File: src/rtl/sprite_pkg.sv
// sprite_pkg: shared sprite geometry constants and coordinate type for the sprite blitter.
package sprite_pkg;
    localparam int SPR_W   = 51;
    localparam int SPR_H   = 60;
    localparam int COORD_W = 10;
    localparam int ADDR_W  = 6;
    localparam int CNT_W   = 8;
    typedef logic [COORD_W-1:0] coord_t;
endpackage

File: src/rtl/sprite_blitter.sv
// sprite_blitter: maps the pixel scan onto sprite ROM rows, realigns ROM latency, emits per-pixel
// sprite-on and per-frame sprite/background collision status with frame-synchronous position updates.
module sprite_blitter
    import sprite_pkg::*;
#(
    parameter int SPR_W   = sprite_pkg::SPR_W,
    parameter int SPR_H   = sprite_pkg::SPR_H,
    parameter int COORD_W = sprite_pkg::COORD_W,
    parameter int ADDR_W  = sprite_pkg::ADDR_W,
    parameter int CNT_W   = sprite_pkg::CNT_W
) (
    input  logic               clk,
    input  logic               rst,
    input  logic               frame_start,
    input  logic               pos_load,
    input  logic [COORD_W-1:0] pos_x_in,
    input  logic [COORD_W-1:0] pos_y_in,
    input  logic               pix_valid,
    input  logic [COORD_W-1:0] pix_x,
    input  logic [COORD_W-1:0] pix_y,
    input  logic               bg_on,
    output logic [ADDR_W-1:0]  rom_addr,
    input  logic [SPR_W-1:0]   rom_data,
    output logic               pixel_valid,
    output logic               pixel_on,
    output logic               collide,
    output logic               collide_last,
    output logic [CNT_W-1:0]   hit_count
);
    localparam int COL_W = $clog2(SPR_W);
    localparam logic signed [COORD_W:0] W_LIM = (COORD_W+1)'(SPR_W);
    localparam logic signed [COORD_W:0] H_LIM = (COORD_W+1)'(SPR_H);

    logic [COORD_W-1:0] sh_x_q, sh_y_q, act_x_q, act_y_q;
    logic [COORD_W-1:0] sh_x_d, sh_y_d, act_x_d, act_y_d;
    logic               v1_q, in1_q, bg1_q, pv_q, on_q, bg2_q, col_q, last_q;
    logic               on_d, col_d, last_d;
    logic [COL_W-1:0]   col1_q;
    logic [CNT_W-1:0]   cnt_q, cnt_d;
    logic signed [COORD_W:0] dx, dy;
    logic               inside0, hit;
    logic [SPR_W-1:0]   row_sh;

    // Extra sign bit keeps a sprite near the right/bottom limit from wrapping onto column/row 0.
    assign dx      = $signed({1'b0, pix_x}) - $signed({1'b0, act_x_q});
    assign dy      = $signed({1'b0, pix_y}) - $signed({1'b0, act_y_q});
    assign inside0 = pix_valid & ~dx[COORD_W] & (dx < W_LIM) & ~dy[COORD_W] & (dy < H_LIM);
    assign row_sh  = rom_data << col1_q;
    assign hit     = pv_q & on_q & bg2_q;

    always_comb begin
        sh_x_d   = pos_load ? pos_x_in : sh_x_q;
        sh_y_d   = pos_load ? pos_y_in : sh_y_q;
        act_x_d  = frame_start ? sh_x_d : act_x_q;
        act_y_d  = frame_start ? sh_y_d : act_y_q;
        rom_addr = inside0 ? dy[ADDR_W-1:0] : '0;
        on_d     = v1_q & in1_q & row_sh[SPR_W-1];
        col_d    = frame_start ? 1'b0 : (col_q | hit);
        last_d   = frame_start ? (col_q | hit) : last_q;
        cnt_d    = frame_start ? '0 : ((hit & ~&cnt_q) ? cnt_q + 1'b1 : cnt_q);
    end

    always_ff @(posedge clk or posedge rst) begin
        if (rst) begin
            sh_x_q  <= '0;
            sh_y_q  <= '0;
            act_x_q <= '0;
            act_y_q <= '0;
            v1_q    <= 1'b0;
            in1_q   <= 1'b0;
            col1_q  <= '0;
            bg1_q   <= 1'b0;
            pv_q    <= 1'b0;
            on_q    <= 1'b0;
            bg2_q   <= 1'b0;
            col_q   <= 1'b0;
            last_q  <= 1'b0;
            cnt_q   <= '0;
        end else begin
            sh_x_q  <= sh_x_d;
            sh_y_q  <= sh_y_d;
            act_x_q <= act_x_d;
            act_y_q <= act_y_d;
            v1_q    <= pix_valid;
            in1_q   <= inside0;
            col1_q  <= dx[COL_W-1:0];
            bg1_q   <= bg_on;
            pv_q    <= v1_q;
            on_q    <= on_d;
            bg2_q   <= bg1_q;
            col_q   <= col_d;
            last_q  <= last_d;
            cnt_q   <= cnt_d;
        end
    end

    assign pixel_valid  = pv_q;
    assign pixel_on     = on_q;
    assign collide      = col_q;
    assign collide_last = last_q;
    assign hit_count    = cnt_q;
endmodule

File: config.mk
export PLATFORM = sky130hd
export DESIGN_NAME = sprite_blitter
export DESIGN_NICKNAME = d
export VERILOG_FILES = /design/src/rtl/sprite_pkg.sv /design/src/rtl/sprite_blitter.sv
export SDC_FILE = /design/constraint.sdc
export NUM_CORES = 1
export LEC_CHECK = 0
export CORE_MARGIN = 4
export CORE_UTILIZATION = 51
export DETAILED_ROUTE_END_ITERATION = 8
export GPL_TIMING_DRIVEN = 1
export PLACE_DENSITY = 0.86
export SLEW_MARGIN = 20
export SYNTH_ARGS = -nofsm -noshare
export SYNTH_HDL_FRONTEND = slang
export SYNTH_SLANG_ARGS = --single-unit
File: constraint.sdc
create_clock -name clk -period 6.34 [get_ports clk]
set_clock_uncertainty 0.15 [all_clocks]
set_input_delay 1.268 -clock clk [delete_from_list [all_inputs] [get_ports clk]]
set_output_delay 1.268 -clock clk [all_outputs]
set_load 0.02 [all_outputs]
==> metrics.cfg, run 1 <==
[worst_setup_path]
crit_fanout=7
r2r_cells=8
crit_required_ps=4920
end_kind=output port
r2r_slack_ps=3430
worstSetupPathType=in2out
start_kind=primary input
crit_arrival_ps=4650

[yosys]
yosys_most_used_dff=dfrtp_1
ys_ff_latch=62
avgSynthCellArea_um2=10.2
synth_nets=496
ys_types=57
synth_edf_count=0
syn_inst=376
syn_area_um2=3830
ys_warn_count=0
async_flop_share_pct=100
yosys.area.top_type=dfrtp_1
seq_area_frac_synth_pct=40.5
synth_area_leaders=dfrtp_1, mux2_2, ha_1, mux4_2, o21ai_0
netlist.area_leader.share_pct=40.5

[floorplan]
core_um2=7250
io_pins=115
start_util_pct=52.8
rows=31
die_h_um=94.6
die_width_um=94.6
die-area_um2=8950

[sta]
setup_viol=0
relSlewSlack_pct=40.2
min_period_ps=6070
worst_pin_slew_ps=894
tns_ps=0
hold_violations=0
rsz0062_at_grt=no
hold_slack_ps=219
drv_slew=0
max_freq_mhz=165
min_period_over_period_pct=95.7

[global_route]
grt_max_degree=63
grtUsageTotal_pct=20.6
grt_pass1_vias=3371
grt_overflow=0
antenna_found_initial=0
grt_pass1_wl_mm=14.8

[clock_network]
cts_setup_buffers=0
cts_sinks=62
clock_path_buffers=2
path_clk_slew_ps=80
cts.repair.resized=0
cts_hold_buf=0
cts_tree=done
cts_root_buf=clkbuf_8
htreeDepth=3
cts_buffers=9
clock_latency_ps=340

[cells_and_area]
final_common_cell=clkdlybuf4s50_1
design_area_um2=5260
drive_above_1_share_pct=13.2
area_growth_pct=37.3
num-nets-final=609
mostFrequentLayoutCells=clkdlybuf4s50_1, dfrtp_1, o21ai_0, mux2_2
antenna_cells=0

[drt]
dr.pass1.iters=4
drc=0
ant_nets=0
viasPerCell=5.46
wl_per_cell_um=15.3
routed_wl_mm=9.08
drt_iter0_markers=80
routed-via-count=3235

[place]
dp_hpwl_mm=7.19
io_buffers=114
place_area_um2=5060
gp_congestion=0.788

[power_and_ir_drop]
p_leak_nw=2.23
max-vdd-ir-drop_v=0.000155
powerDensity_nw_per_um2=229
finalPower_w=0.00120

[flow_run]
max_cap_violations=0

[min_path]
min_path_type=reg2reg
holdPathStages=0

[run_status]
status=finished clean

-- worst paths after layout --
check                           start          end
min reg2reg                     bg1_q        bg2_q
min in group asynchronous         rst    sh_x_q[2]
min                             bg1_q        bg2_q
max                          pix_y[1]  rom_addr[5]
max reg2reg                act_y_q[1]        in1_q
max in group asynchronous         rst    sh_x_q[8]
-- report_power, final --
part           switching, W  internal, W
Sequential        0.0000448     0.000436
Clock              0.000163     0.000183
Combinational      0.000169     0.000207
-- cell families (layout without fill, tap and decap cells) --
logic type	Yosys count	in the layout	synth area share, %
xor gates and xnor gates	13	13	2.98
buffers and inverters	44	162	4.32
adders and majority gates	23	23	7.91
DFF	62	62	40.5
AOI/OAI and AO/OA	85	85	14.4
muxes	44	44	15.1
and+or+nand+nor	105	105	14.8
-- registers in the layout, indices dropped and copies added, names as in the netlist --
name / count
act_x_q: 10
act_y_q: 10
sh_x_q: 10
sh_y_q: 10
hit_count: 8
col1_q: 6
bg1_q: 1
bg2_q: 1
collide: 1
collide_last: 1
in1_q: 1
pixel_on: 1
pixel_valid: 1
v1_q: 1
-- critical path, stage by stage --
cell             delay, ps
clkdlybuf4s50_1        460
ha_1                   330
nor2b_1                150
o21a_1                 180
o41a_1                 390
or4_4                  500
a2111oi_4              500
and4_1                 270
clkdlybuf4s50_1        610
-- metrics by stage --
step / cells / utilization, % / setup WS [ps]
floorplan: 376 / - / 1400
global placement: 577 / 69.7 / 343
detailed placement: 577 / 69.7 / 266
CTS: 593 / 72.5 / 262
global route: 593 / 72.5 / 120
finish: 593 / 72.5 / 273
-- Yosys cell counts (all sizes together), types with 3 or more instances --
cell type,count
a2111oi,5
a21oi,21
and3,4
and4,6
clkbuf,13
dfrtp,62
ha,21
inv,29
mux2,29
mux2i,7
mux4,8
nand2,28
nand2b,4
nand3,3
nand4,4
nor2,24
nor2b,9
nor3,4
nor4,3
o211ai,3
o21a,3
o21ai,31
o221ai,3
or3,3
xnor2,6
xor2,7
-- metal layers --
| metal | part of all wire [%] | track usage [%] | vias to the layer above |
|---|---|---|---|
| met2 | 48 | 37.4 | 108 |
| li1 | - | - | 1589 |
| met1 | 42 | 24.2 | 1530 |
| met5 | 0 | 0 | - |
| met4 | 1.2 | 5.17 | 0 |
| met3 | 7.9 | 5.42 | 8 |
-- final cells by class --
class / instances / area, um^2
fill: 549 / 2000
timing repair buffer: 117 / 1160
sequential: 62 / 1550
clock inverter: 7 / 73.8
tap: 99 / 124
multi-input combinational: 270 / 2110
inverter: 29 / 109
clock buffer: 9 / 124
Power figures use the tool's default switching activity.
==> run 2: changes to the inputs <==
--- a/config.mk
+++ b/config.mk
@@ -5,7 +5,6 @@
 export SDC_FILE = /design/constraint.sdc
 export NUM_CORES = 1
 export LEC_CHECK = 0
-export CORE_MARGIN = 4
 export CORE_UTILIZATION = 51
 export DETAILED_ROUTE_END_ITERATION = 8
 export GPL_TIMING_DRIVEN = 1
==> run 2 against run 1 <==
  * Worst hold slack better by 4.1 ps
  * Sequential power about the same
  * Total power about the same
  * Count of clock-buffer cells in the layout unchanged
  * Worst setup slack better by 8.7 ps
  * Die area down 12%
  * Routed wire length down 1.2%
  * Final cell count unchanged
  * First-iteration DRC count up 29%
  * Clock power about the same
  * Critical endpoint unchanged
  * Largest cell class unchanged
  * Largest power group unchanged
==> metrics.cfg, run 2 (same netlist as run 1, synthesis figures left out) <==
[cells_and_area]
mostFrequentLayoutCells=clkdlybuf4s50_1, dfrtp_1, o21ai_0, mux2_2
num-nets-final=609
postLayoutCoreUtil_pct=72.5
antenna_cells=0
final_common_cell=clkdlybuf4s50_1
area_growth_pct=37.3
drive_above_1_share_pct=13.2

[floorplan]
die_h_um=88.6
die_width_um=88.6
io_pins=115
core_um2=7250
rows=31
start_util_pct=52.8
die-area_um2=7850

[global_route]
grt_pass1_wl_mm=14.3
grt_max_degree=63
grt_pass1_vias=3351
grtUsageTotal_pct=23.6
grt_overflow=0
antenna_found_initial=0

[drt]
wl_per_cell_um=15.1
dr.pass1.iters=4
viasPerCell=5.47
routed-via-count=3244
drt_iter0_markers=103
drc=0
routed_wl_mm=8.97
ant_nets=0

[power_and_ir_drop]
p_comb_share_pct=31.4
netSwitchingFraction_pct=31.4
p_sw_w=0.000378
powerDensity_nw_per_um2=229
p_leak_nw=2.23
max-vdd-ir-drop_v=0.000163
seq_power_share_pct=40.0
p_int_w=0.000826
clockPowerShare_pct=28.6

[place]
gp_congestion=0.866
io_buffers=114
dp_hpwl_mm=6.92

[clock_network]
clock_latency_ps=340
htreeDepth=3
cts_tree=done
cts_root_buf=clkbuf_8
clock_path_buffers=2
cts_hold_buf=0
cts_setup_buffers=0
cts.repair.resized=0
path_clk_slew_ps=80
cts_buffers=9
cts_sinks=62

[run_status]
status=finished clean

[worst_setup_path]
start_kind=primary input
worstSetupPathType=in2out
r2r_cells=8
end_kind=output port
crit_fanout=7
r2r_end=in1_q
r2r_slack_ps=3430
crit_required_ps=4920
crit_arrival_ps=4640
rr_startpoint=act_y_q[1]

[sta]
max_freq_mhz=165
worst_pin_slew_ps=1040
setup_viol=0
min_period_over_period_pct=95.6
min_period_ps=6060
tns_ps=0
drv_slew=0
rsz0062_at_grt=no
relSlewSlack_pct=30.0
hold_violations=0

[flow_run]
max_cap_violations=0

[min_path]
holdPathStages=0
min_path_type=reg2reg
holdPathEnd=bg2_q
min_from=bg1_q

## run 2: metal layers
metal	routed length, um	track usage [%]	vias to the layer above
met2	4470	41.7	116
li1	-	-	1586
met5	0	0	-
met1	3640	27.5	1520
met3	618	4.66	22
met4	242	11.1	0
## run 2: how the worst max path moves through the flow
stage,start,endpoint,depth (start not counted)
after CTS,pix_y[1],rom_addr[5],9
after floorplan,pix_y[3],rom_addr[0],7
after detailed placement,pix_y[1],rom_addr[5],9
after global placement,pix_y[1],rom_addr[4],9
after global routing,pix_y[1],rom_addr[5],9
final,pix_y[1],rom_addr[5],9
## run 2: per-stage QoR
step / hold slack, ps / total power [W] / setup slack (ps) / cell area [um^2] / instances
3_3_place_gp: 187 / 0.000848 / 351 / 5060 / 577
4_1_cts: 231 / 0.00121 / 275 / 5260 / 593
3_5_place_dp: 208 / 0.000865 / 288 / 5060 / 577
2_1_floorplan: 181 / 0.000739 / 1400 / 3830 / 376
5_1_grt: 224 / 0.00127 / 176 / 5260 / 593
6_report: 223 / 0.00120 / 282 / 5260 / 593
## run 2: power groups by stage
stage | clock network, W | registers, W | logic [W]
global route | 0.000365 | 0.000488 | 0.000418
detailed placement | 0 | 0.000490 | 0.000375
global placement | 0 | 0.000486 | 0.000362
floorplan | 0 | 0.000457 | 0.000282
finish | 0.000344 | 0.000481 | 0.000378
CTS | 0.000352 | 0.000482 | 0.000379
## run 2: area by class of cell
type,instances,area (um^2)
Multi-Input combinational cell,270,2110
Fill cell,560,2000
Sequential cell,62,1550
Timing Repair Buffer,117,1160
Clock buffer,9,124
Tap cell,99,124
Inverter,29,109
Clock inverter,7,73.8
## run 2: worst max-delay path, cell delays in order
cell and delay [ps]:
clkdlybuf4s50_1 450, ha_1 330, nor2b_1 160, o21a_1 180
o41a_1 380, or4_4 500, a2111oi_4 490, and4_1 250
clkdlybuf4s50_1 620
==> run 3: changes to the inputs <==
--- a/config.mk
+++ b/config.mk
@@ -5,7 +5,9 @@
 export SDC_FILE = /design/constraint.sdc
 export NUM_CORES = 1
 export LEC_CHECK = 0
-export CORE_UTILIZATION = 51
+export ABC_AREA = 1
+export CORE_UTILIZATION = 52
+export CTS_CLUSTER_SIZE = 14
 export DETAILED_ROUTE_END_ITERATION = 8
 export GPL_TIMING_DRIVEN = 1
 export PLACE_DENSITY = 0.86
==> run 3 against run 2 <==
  * Combinational power up 7.1%
  * Sequential share of layout area down 1.2 points
  * Critical path depth up 7
  * Total power up 4.7%
  * Worst hold slack worse by 9.8 ps
  * Sequential cell count unchanged
  * Final cell count up 30%
  * Worst setup slack better by 540 ps
  * Global-route usage up 2.9 points
  * Register-to-register slack better by 610 ps
  * Count of clock-buffer cells in the layout up 1
  * Area after synthesis up 5.8%
==> metrics.cfg, run 3 <==
[run_status]
status=finished clean

[global_route]
antenna_found_initial=0
grt_pass1_vias=3946
grt_max_degree=63
grt_overflow=0
grtUsageTotal_pct=26.5
grt_pass1_wl_mm=17.4

[drt]
dr.pass1.iters=5
ant_nets=0
routed-via-count=3976
viasPerCell=5.16
wl_per_cell_um=13.4
drt_iter0_markers=153
routed_wl_mm=10.3
drc=0

[sta]
max_freq_mhz=181
min_period_ps=5520
worst_slack_ps=820
relSlewSlack_pct=34.1
min_period_over_period_pct=87.1
setup_viol=0
tns_ps=0
drv_slew=0
hold_violations=0
rsz0062_at_grt=no
worst_pin_slew_ps=985

[floorplan]
die_width_um=90.2
start_util_pct=54.7
die-area_um2=8140
core_um2=7410
rows=31
io_pins=115
die_h_um=90.2

[yosys]
netlist.area_leader.share_pct=38.3
yosysMostFrequentCell=nand2_1
async_flop_share_pct=100
ys_ff_latch=62
seq_area_frac_synth_pct=38.3
yosys.area.top_type=dfrtp_1
synthTopCellsByCount=nand2_1, inv_1, nor2_1
ys_types=34
synth_nets=674
syn_area_um2=4050
ys_warn_count=0
synth_area_leaders=dfrtp_1, nand2_1, inv_1, ha_1, nor2_1
avgSynthCellArea_um2=7.31
syn_inst=554
yosys_most_used_dff=dfrtp_1
synth_edf_count=0

[clock_network]
cts_sinks=62
cts_hold_buf=0
clock_path_buffers=2
clock_latency_ps=340
cts_buffers=9
cts_setup_buffers=0
cts_tree=done
cts.repair.resized=0
htreeDepth=3
cts_root_buf=clkbuf_8
path_clk_slew_ps=70

[place]
gp_congestion=0.922
pre_cts_slack_ps=854
io_buffers=114
dp_hpwl_mm=7.77

[cells_and_area]
nFillCells=583
area_growth_pct=35.5
antenna_cells=0
num-nets-final=787
drive_above_1_share_pct=7.60
mostFrequentLayoutCells=nand2_1, clkdlybuf4s50_1, inv_1, nor2_1, dfrtp_1
final_common_cell=nand2_1

[worst_setup_path]
crit_required_ps=4920
crit_fanout=7
worstSetupPathType=in2out
end_kind=output port
crit_arrival_ps=4100
start_kind=primary input

[flow_run]
max_cap_violations=0

[power_and_ir_drop]
finalPower_w=0.00126
powerDensity_nw_per_um2=230
p_leak_nw=2.67
max-vdd-ir-drop_v=0.000161

[min_path]
min_path_type=reg2reg

run 3: changes by cell type after synthesis, moves of 12 or more:
cell	previous run	this run
inv_1	29	83
nand2_1	28	143
nand3_1	3	36
nor2_1	24	69
o21ai_0	31	43
run 3: kinds of logic after synthesis:
logic type,Yosys count,share of synthesized area (%)
simple gates,270,27.8
buf+inv,99,9.46
compound gates,76,10.5
flops,62,38.3
fa+ha+maj,23,7.48
mux,20,5.56
xor+xnor,4,0.865
run 3: layout make-up:
| cell class | instances | area (um^2) | area share, % |
|---|---|---|---|
| sequential | 62 | 1550 | 28.3 |
| multi-input combinational | 393 | 2110 | 38.5 |
| clock buffer | 10 | 138 | 2.51 |
| inverter | 85 | 319 | 5.82 |
| clock inverter | 5 | 83.8 | 1.53 |
| timing repair buffer | 116 | 1160 | 21.1 |
| tap | 99 | 124 | 2.26 |
run 3: worst paths after layout:
kind | startpoint | endpoint | slack [ps] | cells past startpoint
worst max-delay path | pix_x[0] | rom_addr[4] | 820 | 16
worst min register to register | bg1_q | bg2_q | 210 | 0
max in group asynchronous | rst | act_y_q[9] | 4210 | 3
worst min-delay path | bg1_q | bg2_q | 210 | 0
min in group asynchronous | rst | bg2_q | 1320 | 3
worst max register to register | act_x_q[0] | in1_q | 4040 | 13
run 3: worst max-delay path: stages:
cell and delay, ps:
clkdlybuf4s50_1 450, inv_1 40, ha_1 220, fa_1 400, inv_1 110, nand3_1 110, nand2_2 100, nand2_1 70
nand2_1 70, nand2_1 40, nand2_1 60, nand2_1 50, nor3_1 180, nand2_2 190, nor2_1 140, clkdlybuf4s50_1 610
run 3: where the power goes:
part           internal (W)  leakage (nW)  switching, W  total, W
logic              0.000180          1.81      0.000224  0.000405
registers          0.000434         0.761     0.0000325  0.000467
clock network      0.000230         0.105      0.000157  0.000388
run 3: metrics by stage:
step | std cells | utilization (%) | hold WS [ps] | cell area (um^2)
global route | 770 | 74.1 | 220 | 5490
detailed placement | 755 | 71.1 | 197 | 5270
global placement | 755 | 71.1 | 191 | 5270
CTS | 770 | 74.1 | 212 | 5490
finish | 770 | 74.1 | 213 | 5490
floorplan | 554 | - | 181 | 4050
run 3: layer usage:
metal | routed length [um] | vias to the layer above | track usage [%]
li1 | - | 1995 | -
met1 | 4450 | 1807 | 34.0
met2 | 4920 | 150 | 45.0
met3 | 699 | 24 | 5.08
met4 | 220 | 0 | 8.87
met5 | 0 | - | 0
